[config.mk]
export PLATFORM = sky130hd
export DESIGN_NAME = fifo_serial_tx
export DESIGN_NICKNAME = d
export VERILOG_FILES = /design/src/rtl/fifo_tx_pkg.sv /design/src/rtl/bit_timer.sv /design/src/rtl/fifo_serial_tx.sv
export SDC_FILE = /design/constraint.sdc
export NUM_CORES = 1
export LEC_CHECK = 0
export BUFFER_PORTS_ARGS = -buffer_cell sky130_fd_sc_hd__buf_2
export CAP_MARGIN = 20
export CORE_MARGIN = 3
export CORE_UTILIZATION = 40
export CTS_CLUSTER_SIZE = 16
export DETAILED_ROUTE_END_ITERATION = 6
export GPL_TIMING_DRIVEN = 0
export PLACE_DENSITY = 0.68
export SYNTH_ARGS = -nofsm -noshare
export SYNTH_HDL_FRONTEND = slang
export SYNTH_SLANG_ARGS = --single-unit
[constraint.sdc]
create_clock -name clk -period 2.8 [get_ports clk]
set_input_delay 0.28 -clock clk [delete_from_list [all_inputs] [get_ports clk]]
set_output_delay 0.28 -clock clk [all_outputs]
set_load 0.1 [all_outputs]
[src/rtl/fifo_tx_pkg.sv]
// Shared types and constants for the FIFO serial drain path.
// No logic; imported by the transmitter and its bit timer.
// Frame format: start bit, DATA_W data bits LSB first, stop bit.
package fifo_tx_pkg;

  typedef enum logic [2:0] {
    IDLE,
    FETCH,
    START,
    DATA,
    STOP
  } tx_state_t;

  localparam int DATA_W_DEF = 16;

  // Serial bits per frame: one start bit, the data bits and one stop bit.
  localparam int FRAME_BITS = DATA_W_DEF + 2;

endpackage

[src/rtl/bit_timer.sv]
// Bit-period timer: tick marks the last clock of each CLKS_PER_BIT period.
// Latency: tick is asserted CLKS_PER_BIT-1 cycles after clear drops.
// Backpressure: none; clear holds the count at zero.
module bit_timer #(
  parameter int CLKS_PER_BIT = 4
) (
  input  logic clk,
  input  logic reset,
  input  logic clear,
  output logic tick
);

  localparam int CNT_W = (CLKS_PER_BIT > 1) ? $clog2(CLKS_PER_BIT) : 1;
  localparam logic [CNT_W-1:0] LAST = CNT_W'(CLKS_PER_BIT - 1);

  logic [CNT_W-1:0] cnt;

  assign tick = (cnt == LAST);

  // Free-running modulo-CLKS_PER_BIT count, held at zero while cleared.
  always_ff @(posedge clk) begin
    if (reset || clear) begin
      cnt <= '0;
    end else if (tick) begin
      cnt <= '0;
    end else begin
      cnt <= cnt + 1'b1;
    end
  end

endmodule

[src/rtl/fifo_serial_tx.sv]
// FIFO drain stage: pops one word at a time and shifts it out as a serial frame.
// Latency: the start bit begins 2 cycles after the pop; a frame lasts (DATA_W+2)*CLKS_PER_BIT cycles.
// Backpressure: pops only when idle and the FIFO is not empty, at most once per frame.
module fifo_serial_tx
  import fifo_tx_pkg::*;
#(
  parameter int DATA_W       = DATA_W_DEF,
  parameter int CLKS_PER_BIT = 4
) (
  input  logic              clk,
  input  logic              reset,
  input  logic [DATA_W-1:0] fifo_dout,
  input  logic              fifo_empty,
  output logic              fifo_rd_en,
  output logic              tx,
  output logic              busy,
  output logic [15:0]       frames_sent
);

  localparam int IDX_W = $clog2(DATA_W);
  localparam logic [IDX_W-1:0] LAST_IDX = IDX_W'(DATA_W - 1);

  tx_state_t         state;
  logic [DATA_W-1:0] shreg;
  logic [IDX_W-1:0]  bit_idx;
  logic              tick;
  logic              timer_clear;

  // The bit timer only runs while a frame is on the line, so every bit
  // period starts from a zero count once FETCH has passed.
  assign timer_clear = (state == IDLE) || (state == FETCH);

  bit_timer #(
    .CLKS_PER_BIT(CLKS_PER_BIT)
  ) u_bit_timer (
    .clk  (clk),
    .reset(reset),
    .clear(timer_clear),
    .tick (tick)
  );

  // Pop in the same cycle the FSM commits to FETCH; the FIFO presents the
  // word on the next cycle. Reset masks the pop so a pending word waits.
  assign fifo_rd_en = !reset && (state == IDLE) && !fifo_empty;
  assign busy       = (state != IDLE);

  // Frame sequencer: tx is registered, so each state loads the line level
  // that the following state must present.
  always_ff @(posedge clk) begin
    if (reset) begin
      state       <= IDLE;
      tx          <= 1'b1;
      shreg       <= '0;
      bit_idx     <= '0;
      frames_sent <= '0;
    end else begin
      case (state)
        IDLE: begin
          tx <= 1'b1;
          if (!fifo_empty) begin
            state <= FETCH;
          end
        end
        FETCH: begin
          shreg   <= fifo_dout;
          bit_idx <= '0;
          tx      <= 1'b0;
          state   <= START;
        end
        START: begin
          if (tick) begin
            tx      <= shreg[0];
            bit_idx <= '0;
            state   <= DATA;
          end
        end
        DATA: begin
          if (tick) begin
            shreg <= shreg >> 1;
            if (bit_idx == LAST_IDX) begin
              tx    <= 1'b1;
              state <= STOP;
            end else begin
              tx      <= shreg[1];
              bit_idx <= bit_idx + 1'b1;
            end
          end
        end
        STOP: begin
          if (tick) begin
            frames_sent <= frames_sent + 16'd1;
            state       <= IDLE;
          end
        end
        default: begin
          tx    <= 1'b1;
          state <= IDLE;
        end
      endcase
    end
  end

endmodule

==> impl_results.rst <==
.. list-table::
   :header-rows: 1

   * - Metric
     - Value
   * - Max-cap violations
     - 0
   * - Placer congestion estimate
     - around 0.80
   * - Post-cts resize count
     - 0
   * - Placed Cells incl. Taps
     - 337
   * - Crit start category
     - register
   * - Critical-path top delay cell
     - buf_2
   * - Prevailing post-synth register cell
     - dfxtp_1
   * - Layout cells sized above 1
     - 20.5%
   * - Worst hold-check slack
     - 0.206 ns
   * - Leakage
     - 0.920 nW
   * - Status
     - finished clean
   * - Clock insertion delay at the later pin of the skew report
     - about 0.29 ns
   * - Number of global-route vias before repair
     - 1,594
   * - Synth Net Count
     - 257
   * - RSZ-0062 raised after global routing
     - no
   * - Placed instance area
     - about 2200 µm²
   * - Buffers from clock root to sink, at most
     - 2
   * - Cell Area, Synth
     - 1940 µm²
   * - Diode count
     - 0
   * - Total Wirelength
     - 4420 µm
   * - Worst path required time
     - around 2.5 ns
   * - Wirelength per Cell
     - 12.9 µm
   * - Cells traversed along the worst timing path
     - buf_2 > or2_2 > nor4_2 > buf_2
   * - Number of placement rows
     - 24
   * - Die Width
     - 75.7 µm
   * - Startpoint of the most critical register-to-register path
     - u_bit_timer.cnt[0]$_SDFF_PP0_
   * - Drt first pass iters
     - 4
   * - Number of I/O port buffers
     - 37
   * - Cts hold-fix bufs
     - 0
   * - Top Ports
     - 38
   * - Setup Total Neg Slack
     - 0 ns
   * - CTS H-Tree Depth
     - 2
   * - Die Ht
     - 75.7 µm
   * - Highest cell delay on the worst timing path
     - 0.46 ns
   * - Overflow left after global routing
     - 0
   * - Critical Path AT
     - 1.77 ns
   * - Final period util
     - 73.1%
   * - Number of standard cells after synthesis
     - 235
   * - Share of synthesized area occupied by flip-flops and latches
     - a little over two fifths
   * - Actual transition at the worst max-transition pin
     - 0.550 ns
   * - Max FO, Critical Path
     - 10
   * - Power Total
     - around 1.2 mW
   * - Root buffer selected by CTS
     - clkbuf_8
   * - Minimum period implied by the final worst setup slack
     - 2.05 ns
   * - Routed via count
     - 1,802
   * - Remaining max-slew budget at the tightest pin
     - 63.3%
   * - Die ar.
     - between 5000 and 6000 µm²
   * - Clock transition time at the flip-flop clock pins of the worst setup and hold paths
     - 0.07 ns
   * - Net count reported at finish
     - around 300
   * - Number of cells traversed by the worst register-to-register path
     - 6
   * - Post-synthesis async set-or-reset flop share
     - 0%
   * - Maximum number of pins on one net before global-route repair
     - 12
   * - Critical path class
     - reg2out
   * - Antenna violations before repair
     - 0
   * - DR DRC count
     - 0
   * - Number of synthesis warnings
     - 0
   * - Post-route insts no fill
     - ~340
   * - Area added between synthesis and finish
     - 18.3%
   * - Number of clock sinks
     - 42
   * - Core region area
     - between 4000 and 5000 µm²
   * - Worst supply voltage drop on vdd
     - 0.306 mV
   * - Final standard cell area without fillers
     - 2300 µm²
   * - Crit end category
     - output pin
   * - Number of cells traversed by the worst hold path
     - 2
   * - Count of final setup violators
     - 0
   * - Power density over the cells
     - 520 nW/µm²
   * - Path class of the lowest-slack min-delay path
     - in2reg
   * - Setup repair bufs after CTS
     - 0
   * - Post-detail-place hpwl
     - ~3100 µm
   * - Clock tree from TritonCTS
     - yes
   * - Most frequent CP cell
     - buf_2
   * - Number of enable flip-flop cells after synthesis
     - 0
   * - Start point of the worst min-delay path
     - fifo_empty
   * - Avg Cell Area, Syn
     - 8.27 µm²
   * - Synth unique cells
     - 42
   * - Wire length of the first global-routing pass
     - 7480 µm
   * - Top achievable clock speed
     - 0.488 GHz
   * - Layout Skew
     - 0.00748 ns
   * - Number of nets with antenna violations after detailed routing
     - 0
   * - Gr usage total
     - 17.0%
   * - Flops & latches, synth
     - 42
   * - Vias per cell
     - between 5 and 6
   * - Register-to-register setup slack
     - ~0.97 ns
   * - Number of CTS-inserted buffers
     - 5
   * - Hold path endpoint
     - state[0]$_SDFFE_PP0P_
   * - Number of DRC markers after the initial detailed-route iteration
     - 167
   * - Number of pins with negative max-slew slack in the final report
     - 0
   * - End of the worst register-to-register path
     - frames_sent[15]$_SDFFE_PP0P_
   * - Final Hold Vio Count
     - 0
   * - Starting density of the core
     - a little over two fifths
==> cell usage after synthesis (3+ instances only) <==
cell type	instances	area share (%)
dfxtp_1	42	43
nand2_1	39	7.5
nor2_1	32	6.2
a311oi_1	16	7.2
a21oi_1	12	3.1
clkbuf_1	8	1.5
nand3_1	8	2.1
buf_2	7	1.8
o21ai_0	7	1.8
or3_1	7	2.3
xor2_1	6	2.7
nand4_1	4	1.3
o31ai_1	4	1.5
and2_1	3	0.97
and3_1	3	0.97
ha_1	3	1.9
nor3b_1	3	1.2
or4_1	3	1.2
==> state kept, by name, summed over array words and instances (netlist names) <==
name,cells
state,3
u_bit_timer.cnt,2
tx,1
bit_idx,4
shreg,16
frames_sent,16
==> worst max path at each step <==
stage                                  from                 endpoint  slack (ns)
finish                state[2]$_SDFFE_PP0P_               fifo_rd_en        0.75
global placement    bit_idx[0]$_SDFFE_PP0P_  bit_idx[1]$_SDFFE_PP0P_        0.99
detailed placement  bit_idx[0]$_SDFFE_PP0P_  bit_idx[1]$_SDFFE_PP0P_         1.0
floorplan             state[2]$_SDFFE_PP0P_               fifo_rd_en         0.1
CTS                   state[2]$_SDFFE_PP0P_               fifo_rd_en        0.74
global route          state[2]$_SDFFE_PP0P_               fifo_rd_en        0.65
==> per-stage QoR <==
stage | worst slack [ns] | util, %
floorplan | 0.0987 | -
global placement | 0.992 | 48.9
detailed placement | 0.996 | 48.9
CTS | 0.741 | 50.7
global route | 0.654 | 50.7
finish | 0.752 | 50.7
==> cell families after synthesis <==
| family | synth area share (%) |
|---|---|
| xor gates and xnor gates | 3.15 |
| adders and majority gates | 1.93 |
| AOI/OAI and AO/OA | 16.1 |
| and+or+nand+nor | 30.4 |
| DFF | 43.2 |
| muxes | 1.09 |
| buffers and inverters | 4.12 |
==> layout make-up <==
cell class	count	area [µm²]
Multi-Input combinational cell	176	1030
Fill cell	466	2230
Inverter	1	3.75
Clock buffer	6	82.6
Sequential cell	42	841
Tap cell	65	81.3
Timing Repair Buffer	37	185
Buffer	16	76.3
==> worst max-delay path: cells and delay by family, from the launching register on <==
| family | cells | cell delay, ns |
|---|---|---|
| buffers and inverters | 2 | 0.64 |
| AND/OR/NAND/NOR | 2 | 0.50 |
| flip-flops | 1 | 0.34 |
==> routing by layer <==
layer | routed length [µm] | vias up | share of wire [%] | track usage [%]
met5 | 0 | - | 0 | 0
met3 | 171 | 6 | 3.9 | 4.35
met4 | 71 | 0 | 1.6 | 5.83
met2 | 1920 | 35 | 43 | 24.2
li1 | - | 928 | - | -
met1 | 2260 | 833 | 51 | 24.8
==> power by group <==
part,internal [mW],switching [mW],total [mW]
sequential,0.626,0.0155,0.642
clock,0.190,0.194,0.384
combinational,0.0556,0.115,0.171
total,0.872,0.324,1.20
==> cells in the final DEF (no fill, tap or decap), drive strengths merged, types with 2 or more instances in the layout <==
master   n
a21oi   12
a311oi  16
a31oi    2
and2     3
and3     3
and4     2
buf     45
clkbuf  14
dfxtp   42
ha       3
nand2   39
nand3    9
nand4    4
nor2    32
nor2b    2
nor3b    3
nor4     2
o21ai    7
o31ai    4
or2      3
or3      7
or4      3
xor2     6
Power figures use the tool's default switching activity.
